<file path="src/rtl/dma_mc.sv">
// Purpose : N-channel memory-to-memory DMA with round-robin arbitration and per-channel end-of-process.
// Latency : 3 cycles per word (RD, LAT, WR) plus ARB/DONE overhead; eop_ pulses one cycle in DONE.
// Backpressure: takes the bus only when cpu_breq_ is high in IDLE; a burst is never preempted.
//
// Ports:
//   clk, reset            - system clock, asynchronous active-high reset
//   cpu_breq_/cpu_bgrt_   - processor bus request (in) / grant (out), both active-low
//   dreq_                 - per-channel start request, active-low
//   dsaddr/ddaddr/dcount  - per-channel source, destination, word count (packed per channel)
//   dmode                 - per-channel mode: 00 single, 01 burst, 10 fixed-source burst, 11 illegal
//   mem_addr/mem_wdata/mem_we/mem_rdata - shared memory port (read data one cycle after address)
//   eop_                  - per-channel end-of-process, active-low one-cycle pulse
//   busy                  - per-channel armed-or-active flag
module dma_mc #(
    parameter int ADDR_WIDTH = 10,
    parameter int DATA_WIDTH = 8,
    parameter int NUM_CH     = 2,
    parameter int CNT_WIDTH  = 8
) (
    input  logic                             clk,
    input  logic                             reset,
    input  logic                             cpu_breq_,
    output logic                             cpu_bgrt_,
    input  logic [NUM_CH-1:0]                dreq_,
    input  logic [NUM_CH*ADDR_WIDTH-1:0]     dsaddr,
    input  logic [NUM_CH*ADDR_WIDTH-1:0]     ddaddr,
    input  logic [NUM_CH*CNT_WIDTH-1:0]      dcount,
    input  logic [NUM_CH*2-1:0]              dmode,
    output logic [ADDR_WIDTH-1:0]            mem_addr,
    output logic [DATA_WIDTH-1:0]            mem_wdata,
    output logic                             mem_we,
    input  logic [DATA_WIDTH-1:0]            mem_rdata,
    output logic [NUM_CH-1:0]                eop_,
    output logic [NUM_CH-1:0]                busy
);

    localparam int CH_W = (NUM_CH > 1) ? $clog2(NUM_CH) : 1;
    localparam logic [CH_W:0]   NUM_CH_X = (CH_W+1)'(NUM_CH);
    localparam logic [CH_W-1:0] LAST_CH  = CH_W'(NUM_CH - 1);

    localparam logic [1:0] MODE_SINGLE  = 2'b00;
    localparam logic [1:0] MODE_FIXED   = 2'b10;
    localparam logic [1:0] MODE_ILLEGAL = 2'b11;

    typedef enum logic [2:0] {
        S_IDLE,
        S_ARB,
        S_RD,
        S_LAT,
        S_WR,
        S_DONE
    } state_t;

    state_t state;

    // Per-channel progress; updated in place so interleaved channels resume where they left off.
    logic [ADDR_WIDTH-1:0] ch_src  [NUM_CH];
    logic [ADDR_WIDTH-1:0] ch_dst  [NUM_CH];
    logic [CNT_WIDTH-1:0]  ch_cnt  [NUM_CH];
    logic [1:0]            ch_mode [NUM_CH];

    logic [CH_W-1:0] cur_ch;
    logic [CH_W-1:0] rr_ptr;

    // Round-robin pick: first busy channel at or after rr_ptr, wrapping.
    logic [CH_W-1:0] arb_ch;
    logic            arb_found;
    logic [CH_W:0]   arb_idx;

    always_comb begin
        arb_ch    = '0;
        arb_found = 1'b0;
        arb_idx   = '0;
        for (int k = 0; k < NUM_CH; k++) begin
            arb_idx = {1'b0, rr_ptr} + (CH_W+1)'(k);
            if (arb_idx >= NUM_CH_X) begin
                arb_idx = arb_idx - NUM_CH_X;
            end
            if (!arb_found && busy[arb_idx[CH_W-1:0]]) begin
                arb_found = 1'b1;
                arb_ch    = arb_idx[CH_W-1:0];
            end
        end
    end

    logic [CNT_WIDTH-1:0]  arb_cnt;
    logic [1:0]            arb_mode;
    logic [ADDR_WIDTH-1:0] cur_src;
    logic [ADDR_WIDTH-1:0] cur_dst;
    logic [CNT_WIDTH-1:0]  cur_cnt;
    logic [1:0]            cur_mode;
    logic [ADDR_WIDTH-1:0] cur_src_nxt;
    logic [CH_W-1:0]       cur_next;

    assign arb_cnt     = ch_cnt[arb_ch];
    assign arb_mode    = ch_mode[arb_ch];
    assign cur_src     = ch_src[cur_ch];
    assign cur_dst     = ch_dst[cur_ch];
    assign cur_cnt     = ch_cnt[cur_ch];
    assign cur_mode    = ch_mode[cur_ch];
    // Fixed-source mode re-reads the same word; address arithmetic wraps naturally.
    assign cur_src_nxt = (cur_mode == MODE_FIXED) ? cur_src : cur_src + 1'b1;
    assign cur_next    = (cur_ch == LAST_CH) ? '0 : cur_ch + 1'b1;

    always_ff @(posedge clk or posedge reset) begin
        if (reset) begin
            state     <= S_IDLE;
            cpu_bgrt_ <= 1'b0;
            mem_addr  <= '0;
            mem_wdata <= '0;
            mem_we    <= 1'b0;
            eop_      <= '1;
            busy      <= '0;
            rr_ptr    <= '0;
            cur_ch    <= '0;
            for (int i = 0; i < NUM_CH; i++) begin
                ch_src[i]  <= '0;
                ch_dst[i]  <= '0;
                ch_cnt[i]  <= '0;
                ch_mode[i] <= '0;
            end
        end else begin
            // Arming only touches idle channels, so it never collides with the active channel.
            for (int i = 0; i < NUM_CH; i++) begin
                if (!dreq_[i] && !busy[i]) begin
                    ch_src[i]  <= dsaddr[i*ADDR_WIDTH +: ADDR_WIDTH];
                    ch_dst[i]  <= ddaddr[i*ADDR_WIDTH +: ADDR_WIDTH];
                    ch_cnt[i]  <= dcount[i*CNT_WIDTH +: CNT_WIDTH];
                    ch_mode[i] <= dmode[i*2 +: 2];
                    busy[i]    <= 1'b1;
                end
            end

            case (state)
                S_IDLE: begin
                    cpu_bgrt_ <= 1'b0;
                    if ((|busy) && cpu_breq_) begin
                        state     <= S_ARB;
                        cpu_bgrt_ <= 1'b1;
                    end
                end

                S_ARB: begin
                    cur_ch <= arb_ch;
                    if (!arb_found) begin
                        state     <= S_IDLE;
                        cpu_bgrt_ <= 1'b0;
                    end else if ((arb_cnt == '0) || (arb_mode == MODE_ILLEGAL)) begin
                        state        <= S_DONE;
                        eop_[arb_ch] <= 1'b0;
                    end else begin
                        state    <= S_RD;
                        mem_addr <= ch_src[arb_ch];
                        mem_we   <= 1'b0;
                    end
                end

                S_RD: begin
                    state <= S_LAT;
                end

                S_LAT: begin
                    mem_wdata <= mem_rdata;
                    mem_addr  <= cur_dst;
                    mem_we    <= 1'b1;
                    state     <= S_WR;
                end

                S_WR: begin
                    mem_we         <= 1'b0;
                    ch_dst[cur_ch] <= cur_dst + 1'b1;
                    ch_src[cur_ch] <= cur_src_nxt;
                    ch_cnt[cur_ch] <= cur_cnt - 1'b1;
                    if (cur_cnt == CNT_WIDTH'(1)) begin
                        state        <= S_DONE;
                        eop_[cur_ch] <= 1'b0;
                    end else if (cur_mode == MODE_SINGLE) begin
                        // Advance the pointer after each single word so other channels interleave.
                        state     <= S_IDLE;
                        cpu_bgrt_ <= 1'b0;
                        rr_ptr    <= cur_next;
                    end else begin
                        state    <= S_RD;
                        mem_addr <= cur_src_nxt;
                    end
                end

                S_DONE: begin
                    eop_[cur_ch] <= 1'b1;
                    busy[cur_ch] <= 1'b0;
                    rr_ptr       <= cur_next;
                    cpu_bgrt_    <= 1'b0;
                    state        <= S_IDLE;
                end

                default: begin
                    state     <= S_IDLE;
                    cpu_bgrt_ <= 1'b0;
                    mem_we    <= 1'b0;
                end
            endcase
        end
    end

endmodule
</file>
<file path="config.mk">
export PLATFORM = sky130hd
export DESIGN_NAME = dma_mc
export DESIGN_NICKNAME = d
export VERILOG_FILES = /design/src/rtl/dma_mc.sv
export SDC_FILE = /design/constraint.sdc
export NUM_CORES = 1
export LEC_CHECK = 0
export CAP_MARGIN = 20
export CORE_MARGIN = 1.5
export CORE_UTILIZATION = 55
export DETAILED_ROUTE_END_ITERATION = 6
export DONT_BUFFER_PORTS = 1
export PLACE_DENSITY = 0.79
export SETUP_SLACK_MARGIN = 0.02
export SYNTH_ARGS = -nofsm -noshare
export SYNTH_HDL_FRONTEND = slang
export SYNTH_SLANG_ARGS = --single-unit
export TNS_END_PERCENT = 10
</file>
<file path="constraint.sdc">
create_clock -name clk -period 2.9 [get_ports clk]
set_clock_uncertainty 0.05 [all_clocks]
set_input_delay 0.725 -clock clk [delete_from_list [all_inputs] [get_ports clk]]
set_output_delay 0.725 -clock clk [all_outputs]
set_load 0.01 [all_outputs]
</file>
Word level (Yosys, flattened, before mapping)

Cells that the tools add are included.

Memories: 0
Latch bits: 0
Flip-flop bits (word level): 89
Memory bits (read-only): 0
Input port bits: 73
Word-level logic and storage cells: 171
RAM bits: 0
Output and inout port bits: 24

Divide/modulo/power cells: 0
Reductions and logical operators: 27
$lt $le $gt $ge: 11
Bitwise logic cells: 10
Shift-type cells: 0
Eq/ne operators: 17
$mul: 0
Muxes and demuxes: 82
$add $sub $neg: 7

Operators with widths:

| operator                                             | number |
|---|---|
| two-way mux 10 bit                                   | 19 |
| two-way mux 8 bit                                    | 9 |
| bitwise mux 20 bit                                   | 2 |
| two-way mux 20 bit                                   | 2 |
| one-hot mux 10 bit (3 select lines)                  | 1 |
| two-way mux 1 bit                                    | 23 |
| two-way mux 2 bit                                    | 11 |
| adder 10 x 1 -> 10 bit (second input constant)       | 2 |
| != test 2 bit (second input constant)                | 9 |
| bitwise mux 16 bit                                   | 1 |
| two-way mux 16 bit                                   | 1 |
| one-hot mux 3 bit (5 select lines)                   | 1 |
| two-way mux 3 bit                                    | 4 |
| demux 10 bit (select 1 bit)                          | 1 |
| demux 8 bit (select 1 bit)                           | 1 |
| equality test 8 x 1 -> 1 bit (second input constant) | 1 |
| logical NOT 8 bit                                    | 1 |
| < comparator 1 x 2 -> 1 bit (second input constant)  | 4 |
| AND reduction 4 bit                                  | 2 |
| subtractor 8 x 1 -> 8 bit (second input constant)    | 1 |
| logical AND 1 bit                                    | 7 |
| bitwise AND 2 bit                                    | 3 |
| equality test 3 x 2 -> 1 bit (second input constant) | 2 |
| equality test 3 bit (second input constant)          | 2 |
| other kinds (28)                                     | 44 |

Longest topological paths before layout

Gate-level depths: netlist of the first run.

Word-level depth: 17
Gate-level depth with buffers: 12
Depth with buffers taken out: 8

Worst setup path after synthesis of the first run

No wires, ideal clock.

Path type: reg2reg
Start: register cur_ch
End: register ch_src[6] (netlist name)
Setup slack: 0.318 ns
Cell stages (with the launch flop): 12
Data arrival time: 2.414 ns
Buffers on the path: 4
Cells stage by stage: dfrtp_1 > buf_2 > buf_2 > buf_2 > buf_2 > mux2_2 > ha_1 > o2111ai_1 > nor2_1 > and2_1 > a22o_1 > a21o_1

Word-level cells in the longest chain between the ends: 8

Ends and longest elaborated chain:

| element                                                                                           | line         | RTL |
|---|---|---|
| start, declared                                                                                   | 62           | `logic [CH_W-1:0] cur_ch;` |
| start signal, assigned                                                                            | 144          | `cur_ch <= arb_ch;` |
| inverter 1 -> 2 bit (not written as such) (*)                                                     | 97, 100, 172 |  |
| two-way mux 10 bit (not written as such) / two-way mux 2 bit (equally long branches) (3 in a row) | 97, 100      |  |
| adder 10 x 1 -> 10 bit / equality test 2 bit (equally long branches)                              | 102          | `assign cur_src_nxt = (cur_mode == MODE_FIXED) ? cur_src : cur_src + 1'b1;` |
| two-way mux 10 bit                                                                                | 102          |  |
| bitwise mux 20 bit (*)                                                                            | 172          | `ch_src[cur_ch] <= cur_src_nxt;` |
| two-way mux 20 bit (*)                                                                            | 134          | `case (state)` |
| end signal, assigned by index                                                                     | 126          | `ch_src[i] <= dsaddr[i*ADDR_WIDTH +: ADDR_WIDTH];` |
| end signal, assigned by index                                                                     | 172          |  |
| end, declared                                                                                     | 57           | `logic [ADDR_WIDTH-1:0] ch_src [NUM_CH];` |

Every way passes the cells marked *; elsewhere a longest branch is shown, timed or not. The select of a mux whose other input is x is not followed.
A chain may end at the register's enable or synchronous reset.

Worst setup path after layout of the first run

Start: register cur_ch
End: register mem_addr[6]

Word-level cells in the longest chain between the ends: 9

Ends and longest elaborated chain:

| element                                                                                           | line    | RTL |
|---|---|---|
| inverter 1 -> 2 bit (not written as such) (*)                                                     | n/a     |  |
| two-way mux 10 bit (not written as such) / two-way mux 2 bit (equally long branches) (3 in a row) | 97, 100 |  |
| adder 10 x 1 -> 10 bit / equality test 2 bit (equally long branches)                              | 102     |  |
| two-way mux 10 bit                                                                                | 102     |  |
| two-way mux 10 bit                                                                                | 177     | `end else if (cur_mode == MODE_SINGLE) begin` |
| two-way mux 10 bit                                                                                | 174     | `if (cur_cnt == CNT_WIDTH'(1)) begin` |
| one-hot mux 10 bit (3 select lines)                                                               | 134     |  |
| end signal, assigned                                                                              | 153     | `mem_addr <= ch_src[arb_ch];` |
| end signal, assigned                                                                              | 164     | `mem_addr <= cur_dst;` |
| end signal, assigned                                                                              | 184     | `mem_addr <= cur_src_nxt;` |
| end, declared                                                                                     | 29      | `output logic [ADDR_WIDTH-1:0] mem_addr,` |

Marks and branches as above.

==> results of run 1 <==
-- cell usage after synthesis, types with 2 or more instances --
master / count / area share [%]
sky130_fd_sc_hd__buf_2: 14 / 1.3
sky130_fd_sc_hd__a221o_1: 5 / 0.94
sky130_fd_sc_hd__or2_2: 3 / 0.35
sky130_fd_sc_hd__a22o_1: 3 / 0.50
sky130_fd_sc_hd__a32oi_1: 2 / 0.33
sky130_fd_sc_hd__buf_4: 2 / 0.28
sky130_fd_sc_hd__mux2_2: 27 / 5.7
sky130_fd_sc_hd__nor4_1: 4 / 0.47
sky130_fd_sc_hd__and2_1: 13 / 1.5
sky130_fd_sc_hd__o22a_1: 4 / 0.66
sky130_fd_sc_hd__nor3b_1: 5 / 0.71
sky130_fd_sc_hd__a31oi_1: 4 / 0.47
sky130_fd_sc_hd__nand4_1: 2 / 0.24
sky130_fd_sc_hd__a21oi_1: 31 / 2.9
sky130_fd_sc_hd__o21ai_0: 49 / 4.6
sky130_fd_sc_hd__nand2_1: 59 / 4.2
sky130_fd_sc_hd__nand3_1: 12 / 1.1
sky130_fd_sc_hd__mux2i_1: 55 / 10
sky130_fd_sc_hd__nor2b_1: 5 / 0.59
sky130_fd_sc_hd__and3_1: 3 / 0.35
sky130_fd_sc_hd__xnor2_1: 10 / 1.7
sky130_fd_sc_hd__o21a_1: 2 / 0.28
sky130_fd_sc_hd__o221a_2: 2 / 0.42
sky130_fd_sc_hd__nor2_1: 37 / 2.6
sky130_fd_sc_hd__nand3b_1: 3 / 0.42
sky130_fd_sc_hd__xor2_1: 11 / 1.8
sky130_fd_sc_hd__ha_1: 4 / 0.94
sky130_fd_sc_hd__a211oi_1: 17 / 2.4
sky130_fd_sc_hd__clkbuf_1: 14 / 0.99
sky130_fd_sc_hd__dfstp_2: 2 / 0.99
sky130_fd_sc_hd__o221ai_1: 3 / 0.50
sky130_fd_sc_hd__o41ai_1: 3 / 0.50
sky130_fd_sc_hd__o22ai_1: 7 / 0.83
sky130_fd_sc_hd__dfrtp_1: 87 / 41
sky130_fd_sc_hd__nor3_1: 9 / 0.85
sky130_fd_sc_hd__or3b_2: 2 / 0.33
sky130_fd_sc_hd__nand2b_1: 3 / 0.35
sky130_fd_sc_hd__inv_1: 8 / 0.57
sky130_fd_sc_hd__and3b_1: 2 / 0.33
-- flip-flops by register name (all words and copies together), names as in the netlist, 2 cells and up --
register / flops
ch_dst: 20
state: 3
ch_cnt: 16
mem_wdata: 8
busy: 2
eop_: 2
ch_src: 20
ch_mode: 4
mem_addr: 10
-- critical path, cell delays in order, from the launching register on --
cell and delay (ns):
sky130_fd_sc_hd__dfrtp_2 0.60, sky130_fd_sc_hd__buf_12 0.28, sky130_fd_sc_hd__mux2_2 0.38, sky130_fd_sc_hd__ha_1 0.21, sky130_fd_sc_hd__o2111ai_1 0.14, sky130_fd_sc_hd__nor2_1 0.18, sky130_fd_sc_hd__and2_1 0.23, sky130_fd_sc_hd__a211oi_1 0.21
sky130_fd_sc_hd__a31oi_1 0.11
-- power groups by stage --
stage	Sequential (uW)	Clock, uW	Combinational, uW
floorplan	2340	0	2610
global placement	2600	0	3060
detailed placement	2630	0	3180
CTS	2620	793	3200
global route	2720	849	3580
finish	2640	796	3220
-- cells in the final DEF (no fill, tap or decap), drive strengths merged, types with 3 or more instances in the layout --
| master | Yosys | routed |
|---|---|---|
| o22a | 4 | 4 |
| nand2 | 59 | 59 |
| mux2 | 27 | 27 |
| mux2i | 55 | 55 |
| xnor2 | 10 | 10 |
| nor2 | 38 | 38 |
| nor2b | 5 | 5 |
| or3b | 3 | 3 |
| nor3 | 9 | 9 |
| o41ai | 3 | 3 |
| ha | 4 | 4 |
| xor2 | 11 | 11 |
| clkbuf | 14 | 11 |
| nand2b | 3 | 3 |
| a211oi | 19 | 19 |
| o221ai | 3 | 3 |
| a221o | 5 | 5 |
| nand3 | 12 | 12 |
| and3 | 3 | 3 |
| clkinv | 0 | 4 |
| a31oi | 4 | 4 |
| and2 | 13 | 13 |
| nor3b | 6 | 6 |
| nor4 | 5 | 5 |
| o22ai | 7 | 7 |
| a21oi | 31 | 31 |
| nand3b | 3 | 3 |
| a22o | 3 | 3 |
| dfrtp | 87 | 87 |
| inv | 8 | 7 |
| or2 | 3 | 3 |
| o21ai | 50 | 50 |
| buf | 18 | 17 |
-- routing by layer --
layer	part of all wire [%]	vias to the layer above	GRT usage [%]
met5	0	-	0
met1	39	2166	38.61
met2	48	208	46.72
li1	-	2013	-
met4	3.1	0	12.07
met3	9.5	41	6.763
-- layout make-up --
cell class | count | area, sq um | area share [%]
repair buffers | 17 | 177.7 | 3.127
clock inverters | 5 | 31.28 | 0.5505
clock buffers | 11 | 141.4 | 2.488
inverters | 8 | 33.78 | 0.5946
well taps | 129 | 161.4 | 2.841
multi-input cells | 424 | 2905 | 51.13
flip-flops and latches | 89 | 2231 | 39.26
-- how the worst min path moves through the flow --
stage,startpoint,to
global route,reset,state[1]
floorplan,ch_dst[0],ch_dst[0]
finish,reset,state[1]
detailed placement,ch_cnt[8],ch_cnt[8]
CTS,reset,state[2]
global placement,ch_dst[0],ch_dst[0]
-- cell families (layout without fill, tap and decap cells) --
family                   Yosys count  count (layout)  share of synthesized area (%)
AND/OR/NAND/NOR                  170             170                          15.89
multiplexers                      82              82                          16.10
flip-flops                        89              89                          42.01
buffers and inverters             40              41                          3.442
adder cells (fa/ha/maj)            4               4                         0.9430
XOR/XNOR                          21              21                          3.465
AO/OA/AOI/OAI                    147             147                          18.15
-- through the flow --
step | total power, uW | cell area [sq um] | hold WS, ns
2_1_floorplan | 4955 | 5311 | 0.4098
3_3_place_gp | 5658 | 5509 | 0.4388
3_5_place_dp | 5812 | 5509 | 0.4631
4_1_cts | 6609 | 5682 | 0.3074
5_1_grt | 7145 | 5682 | 0.3210
6_report | 6653 | 5682 | 0.2823
==> out/qor_table.md, run 1 <==
| Result | This run |
|:---|:---|
| Hold_buf cts | 0 |
| Clock share of power | 12.0% |
| Final routed wirelength across all metal layers | 14270 microns |
| Antenna violations before repair | 0 |
| Syn-to-layout area delta | 7.049% |
| Number of buffers added by the clock tree synthesis step | 9 |
| Worst setup SP type | register |
| Dpl hpwl | 10310 microns |
| Post-synth net total | 630 |
| Portion of total power attributed to sequential cells | 39.6% |
| Vias after detailed routing | 4428 |
| Worst slack, placed | 0.4182 ns |
| Total of warnings raised by yosys | 0 |
| Number of pins exceeding their max-slew limit in the final report | 0 |
| Distinct cell type count after synthesis | 64 |
| EDFF count, synth | 0 |
| Fraction of layout cells with a size suffix above 1 | 14.44% |
| GPL Wtd Cong | 0.9883 |
| Starting Density | 57.17% |
| Number of instances in the synthesized netlist | 553 |
| Run status | completed |
| Total Negative Setup Slacks | 0 ns |
| Transition time of the tightest slew-check pin | 0.7319 ns |
| Worst min-delay path class | input port to async pin |
| First-pass GRT wire length | 23090 microns |
| Destination of the worst register-to-register timing path | mem_addr[6] |
| Number of register bits inferred by synthesis | 89 |
| MaxCap Viol Count | 0 |
| Crit path DAT | 2.71 ns |
| Worst slew margin relative to its limit | 51.10% |
| Reg-to-Reg Start | cur_ch |
| Crit-path max FO | 39 |
| Clock sink count | 89 |
| Maximum ir drop on the vdd rail | 0.4891 mV |
| Critical path endpoint | mem_addr[6] |
| Minimum setup slack among reg-to-reg paths | 0.38 ns |
| Average wire length per cell after detail routing | 20.89 microns |
| Register-to-Register Path Depth | 8 |
| Launching instance or port of the critical path | cur_ch |
| GRT overflow | 0 |
| Buffer count from post-CTS setup fixing | 0 |
| Utilization after layout | 61.20% |
| Post-synthesis sequential area ratio | 42.01% |
| Count of placed standard cells in the final layout, fillers left out | 683 |
| # port buffers | 0 |
| Clock root cell | sky130_fd_sc_hd__clkbuf_8 |
| Total global routing track utilization | 29.25% |
| Core region area | 9284 sq um |
| Antenna violation net count after detailed routing | 0 |
| Clock transition at path regs | 0.09 ns |
| Number of search-and-repair iterations in the first detailed-routing pass | 6 |
| Setup violation total in the final timing report | 0 |
| Post-route DRC violation count | 0 |
| Die Wd | 101.2 microns |
| Min cycle time layout | 2.521 ns |
| Post-synth top flop | sky130_fd_sc_hd__dfrtp_1 |
| Power density cells | 1171 nW/um^2 |
| Max Clk Rate | 396.6 MHz |
| First-iteration detailed-routing DRC count | 306 |
| Cell Area, Synth | 5308 sq um |
| Bufs on Longest Clock Path | 2 |
| Pin count of the biggest net entering global routing | 40 |
| Via density per instance | 6.483 |
| CTS tree | built |
| Setup slack of the critical path after layout | 0.3788 ns |
| Die Ht | 101.2 microns |
| Inst Count DP | 667 |
| Number of placement rows | 35 |
| Net count reported at finish | 626 |
| Post-cts repair resize count | 0 |
| Number of hold-slack violations in the final timing report | 0 |
| Final worst path period share | 86.94% |
| Total number of H-tree levels | 3 |
| Power Internal | 3636 uW |
| Number of global-route vias before repair | 4413 |
| Avg Synthesized Cell Area | 9.598 sq um |
| Async set-or-reset flop fraction in the synthesized netlist | 100.0% |
| Switch Pwr | 3017 uW |
| Total Die Area | 10250 sq um |
| Critical path start-end classification | register to register |
| CP Capture Type | register |
| Filler cell count in the final layout | 797 |
| Leakage | 0.002295 uW |
| RSZ-0062 raised after global routing | false |
| Power share of the combinational group | 48.4% |
| Net switching share of the total power | 45.35% |
| Worst endpoint required time | 3.09 ns |
| Diode count | 0 |
| Insertion delay of the later-clocked pin in the worst-skew pair | 0.36 ns |
| Top-level I/O count | 97 |
Note: power is estimated with default switching activity, not from simulation.
==> inputs of run 2 (changes only) <==
- ABC_AREA: default -> 1
==> run 2 against run 1 <==
Register-to-register slack improved by 0.09 ns. Routed wire length rose by 2.4%. Die area rose by 5.1%. Largest power group unchanged. Count of clock-buffer cells in the layout did not move.
==> out/qor_table.md, run 2 <==
| Result | This run |
|:---|:---|
| Number of pins exceeding their max-slew limit in the final report | 0 |
| Avg Synthesized Cell Area | 7.090 sq um |
| Post-cts repair resize count | 0 |
| Average wire length per cell after detail routing | 15.95 microns |
| Antenna violation net count after detailed routing | 0 |
| Filler cell count in the final layout | 907 |
| Total Die Area | 10770 sq um |
| Worst slew margin relative to its limit | 47.23% |
| Stages on worst setup path | 8 |
| Registers with the highest flip-flop counts | ch_dst (20), ch_src (20), ch_cnt (16) |
| Setup violation total in the final timing report | 0 |
| GPL Wtd Cong | 0.9348 |
| Crit-path max FO | 17 |
| Post-synthesis sequential area ratio | 39.91% |
| Distinct cell type count after synthesis | 38 |
| MaxCap Viol Count | 0 |
| Insertion delay of the later-clocked pin in the worst-skew pair | 0.38 ns |
| EDFF count, synth | 0 |
| Most frequent cell after synthesis | sky130_fd_sc_hd__nand2_1 |
| Area of all placed cells without fillers | 5916 sq um |
| Hold_buf cts | 0 |
| First-iteration detailed-routing DRC count | 384 |
| Combined area of the multi-input logic cells | 2818 sq um |
| Total Negative Setup Slacks | 0 ns |
| Power density cells | 1215 nW/um^2 |
| Most Frequent Cell on Critical Path | sky130_fd_sc_hd__nor2_1 |
| Highest cell delay on the worst timing path | 0.63 ns |
| Maximum ir drop on the vdd rail | 0.5636 mV |
| Fraction of layout cells with a size suffix above 1 | 11.24% |
| Clock transition at path regs | 0.09 ns |
| Most frequent standard cell in the layout excluding fill and tap cells | sky130_fd_sc_hd__nand2_1 |
| Post-synth top area share | 38.97% |
| Cell Area, Synth | 5587 sq um |
| Top-level I/O count | 97 |
| Async set-or-reset flop fraction in the synthesized netlist | 100.0% |
| Clock sink count | 89 |
| # port buffers | 0 |
| Core region area | 9819 sq um |
| GRT overflow | 0 |
| Total global routing track utilization | 28.56% |
| Leakage | 0.002870 uW |
| Number of hold-slack violations in the final timing report | 0 |
| Largest cells by area after synthesis | sky130_fd_sc_hd__dfrtp_1, sky130_fd_sc_hd__nand2_1, sky130_fd_sc_hd__o21ai_0 |
| Bufs on Longest Clock Path | 2 |
| Transition time of the tightest slew-check pin | 0.7886 ns |
| Area used by sequential logic in the layout | 2230 sq um |
| First-pass GRT wire length | 24510 microns |
| Net count reported at finish | 855 |
| Run status | completed |
| Total of warnings raised by yosys | 0 |
| Buffer count from post-CTS setup fixing | 0 |
| Placed inst area | 5719 sq um |
| Dpl hpwl | 10650 microns |
| Vias after detailed routing | 5099 |
| CP Capture Type | register |
| Post-route DRC violation count | 0 |
| Number of global-route vias before repair | 5060 |
| Final worst path period share | 83.74% |
| Max Clk Rate | 411.8 MHz |
| Syn-to-layout area delta | 5.890% |
| Number of register bits inferred by synthesis | 89 |
| WP buf/inv | 2 |
| CTS tree | built |
| Post-synth net total | 865 |
| Post-synthesis cell type with the largest combined area | sky130_fd_sc_hd__dfrtp_1 |
| Antenna violations before repair | 0 |
| Min cycle time layout | 2.428 ns |
| Pin count of the biggest net entering global routing | 41 |
| Most frequent cells in the layout | sky130_fd_sc_hd__nand2_1, sky130_fd_sc_hd__o21ai_0, sky130_fd_sc_hd__inv_1, sky130_fd_sc_hd__dfrtp_1, sky130_fd_sc_hd__nor2_1 |
| Number of search-and-repair iterations in the first detailed-routing pass | 5 |
| Worst setup SP type | register |
| Number of placement rows | 36 |
| Die Ht | 103.8 microns |
| Critical path start-end classification | register to register |
| Number of buffers added by the clock tree synthesis step | 9 |
| Via density per instance | 5.567 |
| Slowest CP cell | sky130_fd_sc_hd__clkinv_1 |
| Post-synth top flop | sky130_fd_sc_hd__dfrtp_1 |
| RSZ-0062 raised after global routing | false |
| Top cells by instance count after synthesis | sky130_fd_sc_hd__nand2_1, sky130_fd_sc_hd__o21ai_0, sky130_fd_sc_hd__inv_1 |
| Cell Chain, Critical Path | inv_1, nor2_1, nand2_1, clkinv_1, a22oi_1, nand3_1, nor2_1, nor2_1 |
| Family with the most delay on the worst path | simple AND/OR/NAND/NOR gates |
| Number of instances in the synthesized netlist | 788 |
| Crit path DAT | 2.64 ns |
| Final routed wirelength across all metal layers | 14610 microns |
| Die Wd | 103.8 microns |
| Register-to-Register Path Depth | 8 |
| Diode count | 0 |
| Worst endpoint required time | 3.11 ns |
| Starting Density | 56.89% |
| Total number of H-tree levels | 3 |
| Clock root cell | sky130_fd_sc_hd__clkbuf_8 |
| Worst min-delay path class | input port to async pin |
==> run 2: worst register-to-register path, cell delays in order (launching register included) <==
cell,delay [ns]
sky130_fd_sc_hd__dfrtp_1,0.41
sky130_fd_sc_hd__inv_1,0.10
sky130_fd_sc_hd__nor2_1,0.06
sky130_fd_sc_hd__nand2_1,0.38
sky130_fd_sc_hd__clkinv_1,0.64
sky130_fd_sc_hd__a22oi_1,0.34
sky130_fd_sc_hd__nand3_1,0.10
sky130_fd_sc_hd__nor2_1,0.18
sky130_fd_sc_hd__nor2_1,0.06
==> run 2: kinds of logic (layout without fill, tap and decap cells) <==
group,after synthesis,in the layout,synth area share (%)
buf+inv,132,127,9.921
flops,89,89,39.91
fa+ha+maj,4,4,0.8959
mux,9,9,1.702
simple gates,374,374,28.60
compound gates,168,168,17.09
xor+xnor,12,12,1.881
==> run 2: worst paths after layout <==
path	from	end	slack [ns]
setup / recovery	state[1]	mem_addr[8]	0.47
min in group clk	dreq_[0]	busy[0]	0.40
max in group asynchronous	reset	state[2]	1.69
setup reg to reg	state[1]	mem_addr[8]	0.47
hold reg to reg	ch_dst[10]	ch_dst[10]	0.44
hold / removal	reset	rr_ptr	0.29
==> run 2: final cells by class <==
type                       instances  area share, %
multi-input combinational        567          47.63
sequential                        89          37.69
inverter                          99          6.387
timing repair buffer              12          2.157
clock inverter                     5         0.9306
tap                              133          2.813
clock buffer                      11          2.390
==> run 2: through the flow <==
stage | total power [uW] | instances | utilization [%] | setup WS [ns] | hold slack, ns
global placement | 6088 | 900 | 58.24 | 0.6295 | 0.4043
finish | 7186 | 916 | 60.24 | 0.4716 | 0.2936
CTS | 7137 | 916 | 60.24 | 0.5218 | 0.3249
global route | 7815 | 916 | 60.24 | 0.3284 | 0.3479
detailed placement | 6244 | 900 | 58.24 | 0.5410 | 0.4240
floorplan | 5352 | 788 | - | 0.9120 | 0.3896
==> run 2: metal layers <==
metal | GRT usage, % | routed length [microns] | vias to the layer above
met5 | 0 | 0 | -
met4 | 9.028 | 298 | 0
met3 | 5.979 | 1227 | 31
met2 | 48.24 | 6941 | 225
met1 | 36.82 | 6142 | 2361
li1 | - | - | 2482
==> run 2: power breakdown <==
| part | switching [uW] | internal [uW] |
|---|---|---|
| Combinational | 2630 | 1330 |
| Sequential | 475 | 1870 |
| Clock | 457 | 419 |
| Total | 3560 | 3620 |
==> inputs of run 3 (changes only) <==
- clock period: 2.9 -> 2.2 ns (I/O delays scaled with it)
==> run 3 against run 2 <==
Die area unchanged. Worst setup slack lost 0.32 ns. Combinational power grew 39%. Sequential power up 30%. Critical endpoint is now mem_addr[7].
==> out/qor_table.md, run 3 (synthesis gave the netlist of run 2 again) <==
| Result | This run |
|:---|:---|
| Met3 GRT Util | 7.552% |
| CP Capture Type | register |
| Launching instance or port of the critical path | cur_ch |
| Setup slack of the critical path after layout | 0.1540 ns |
| M2 GR Usage | 45.05% |
| Die Wd | 103.8 microns |
| Worst slew margin relative to its limit | 67.43% |
| First-pass GRT wire length | 24620 microns |
| Crit-path max FO | 9 |
| Total Power Consumption | 9750 uW |
| Worst endpoint required time | 2.43 ns |
| Top-level I/O count | 97 |
| Via density per instance | 5.567 |
| Clock sink count | 89 |
| Total number of H-tree levels | 3 |
| Number of buffers added by the clock tree synthesis step | 9 |
| Slowest CP cell | sky130_fd_sc_hd__dfrtp_2 |
| Fraction of layout cells with a size suffix above 1 | 14.43% |
| First-iteration detailed-routing DRC count | 480 |
| Starting Density | 56.89% |
| Met1 GRT Util | 37.80% |
| Cell Chain, Critical Path | buf_4, o21a_1, inv_1, ha_1, inv_1, nor2_2, nand3_2, nand2_1, inv_2, nand2_4, inv_6, nor2_2, nor2_2 |
| Highest cell delay on the worst timing path | 0.48 ns |
| Min cycle time layout | 2.046 ns |
| Antenna violation net count after detailed routing | 0 |
| Crit path DAT | 2.28 ns |
| Most Frequent Cell on Critical Path | sky130_fd_sc_hd__nor2_2 |
| CTS tree | built |
| Critical path start-end classification | register to register |
| Total Negative Setup Slacks | 0 ns |
| # port buffers | 0 |
| Number of pins exceeding their max-slew limit in the final report | 0 |
| Power density cells | 1590 nW/um^2 |
| Core region area | 9819 sq um |
| Transition time of the tightest slew-check pin | 0.4886 ns |
| Registers with the highest flip-flop counts | ch_dst (20), ch_src (20), ch_cnt (16) |
| Number of hold-slack violations in the final timing report | 0 |
| Antenna violations before repair | 0 |
| Net count reported at finish | 876 |
| Worst setup SP type | register |
| Most frequent cells in the layout | sky130_fd_sc_hd__nand2_1, sky130_fd_sc_hd__o21ai_0, sky130_fd_sc_hd__inv_1, sky130_fd_sc_hd__dfrtp_1, sky130_fd_sc_hd__nor2_1 |
| Total global routing track utilization | 28.55% |
| Number of placement rows | 36 |
| Syn-to-layout area delta | 9.765% |
| GRT overflow | 0 |
| Utilization after layout | 62.45% |
| Reg-to-Reg Start | cur_ch |
| GPL Wtd Cong | 0.9077 |
| Final worst path period share | 93.00% |
| Vias after detailed routing | 5216 |
| Total Die Area | 10770 sq um |
| Insertion delay of the later-clocked pin in the worst-skew pair | 0.38 ns |
| Most used routing layer in global routing | met2 |
| Clock root cell | sky130_fd_sc_hd__clkbuf_8 |
| Diode count | 0 |
| Most frequent standard cell in the layout excluding fill and tap cells | sky130_fd_sc_hd__nand2_1 |
| Bufs on Longest Clock Path | 2 |
| Pin count of the biggest net entering global routing | 90 |
| Post-route DRC violation count | 0 |
| Worst slack, placed | -0.06455 ns |
| Dpl hpwl | 10550 microns |
| Number of search-and-repair iterations in the first detailed-routing pass | 5 |
| Worst min-delay path class | input port to async pin |
| Maximum ir drop on the vdd rail | 0.7315 mV |
| Die Ht | 103.8 microns |
| Max Clk Rate | 488.8 MHz |
| MaxCap Viol Count | 0 |
| Clock transition at path regs | 0.10 ns |
| Final routed wirelength across all metal layers | 14540 microns |
| Setup violation total in the final timing report | 0 |
| Run status | completed |
| Number of global-route vias before repair | 5226 |
| Leakage | 0.002987 uW |
| Average wire length per cell after detail routing | 15.52 microns |
## run 3: final cells by class
type	count	area (sq um)
sequential	89	2231
clock buffer	10	137.6
inverter	99	382.9
tap	133	166.4
multi-input combinational	567	2856
timing repair buffer	33	292.8
clock inverter	6	65.06
fill	907	3687
## run 3: critical path: cells and delay by family, from the launching register on
| kind | cells | cell delay, ns |
|---|---|---|
| adders and majority gates | 1 | 0.13 |
| and+or+nand+nor | 6 | 0.61 |
| AOI/OAI and AO/OA | 1 | 0.21 |
| DFF | 1 | 0.48 |
| buffers and inverters | 5 | 0.46 |
## run 3: layer usage
metal	part of all wire [%]	wire [microns]	up-vias
met5	0	0	-
met4	2.5	365	0
met3	8.2	1197	29
met2	45	6587	228
met1	44	6388	2434
li1	-	-	2525
## run 3: repair_timing
action                     in CTS  in global routing
gates resized for setup         2                 14
pin swaps                       0                  2
hold buffers                    0                  0
buffers inserted                0                  4
setup endpoints to repair      41                 26
## run 3: stage by stage
stage               hold slack [ns]  instances  area, sq um
global route                 0.1446        937         6132
floorplan                    0.3896        788         5590
finish                       0.1028        937         6132
global placement             0.4057        917         5847
CTS                          0.1362        933         6053
detailed placement           0.4110        917         5847
## run 3: path summary, 6_finish.rpt
path | end | slack, ns | depth (start not counted)
worst min-delay path | ch_mode[2] | 0.10 | 2
worst max register to register | mem_addr[7] | 0.15 | 13
max in group asynchronous | eop_[0] | 1.61 | 2
min in group clk | busy[0] | 0.22 | 1
worst max-delay path | mem_addr[7] | 0.15 | 13
worst min register to register | ch_cnt[8] | 0.43 | 1
## run 3: power by group
part | internal (uW) | total [uW] | leakage [uW] | switching [uW]
clock network | 561 | 1200 | 0.000103 | 642
logic | 1980 | 5490 | 0.00183 | 3510
registers | 2470 | 3050 | 0.00106 | 585
total | 5010 | 9750 | 0.00299 | 4740
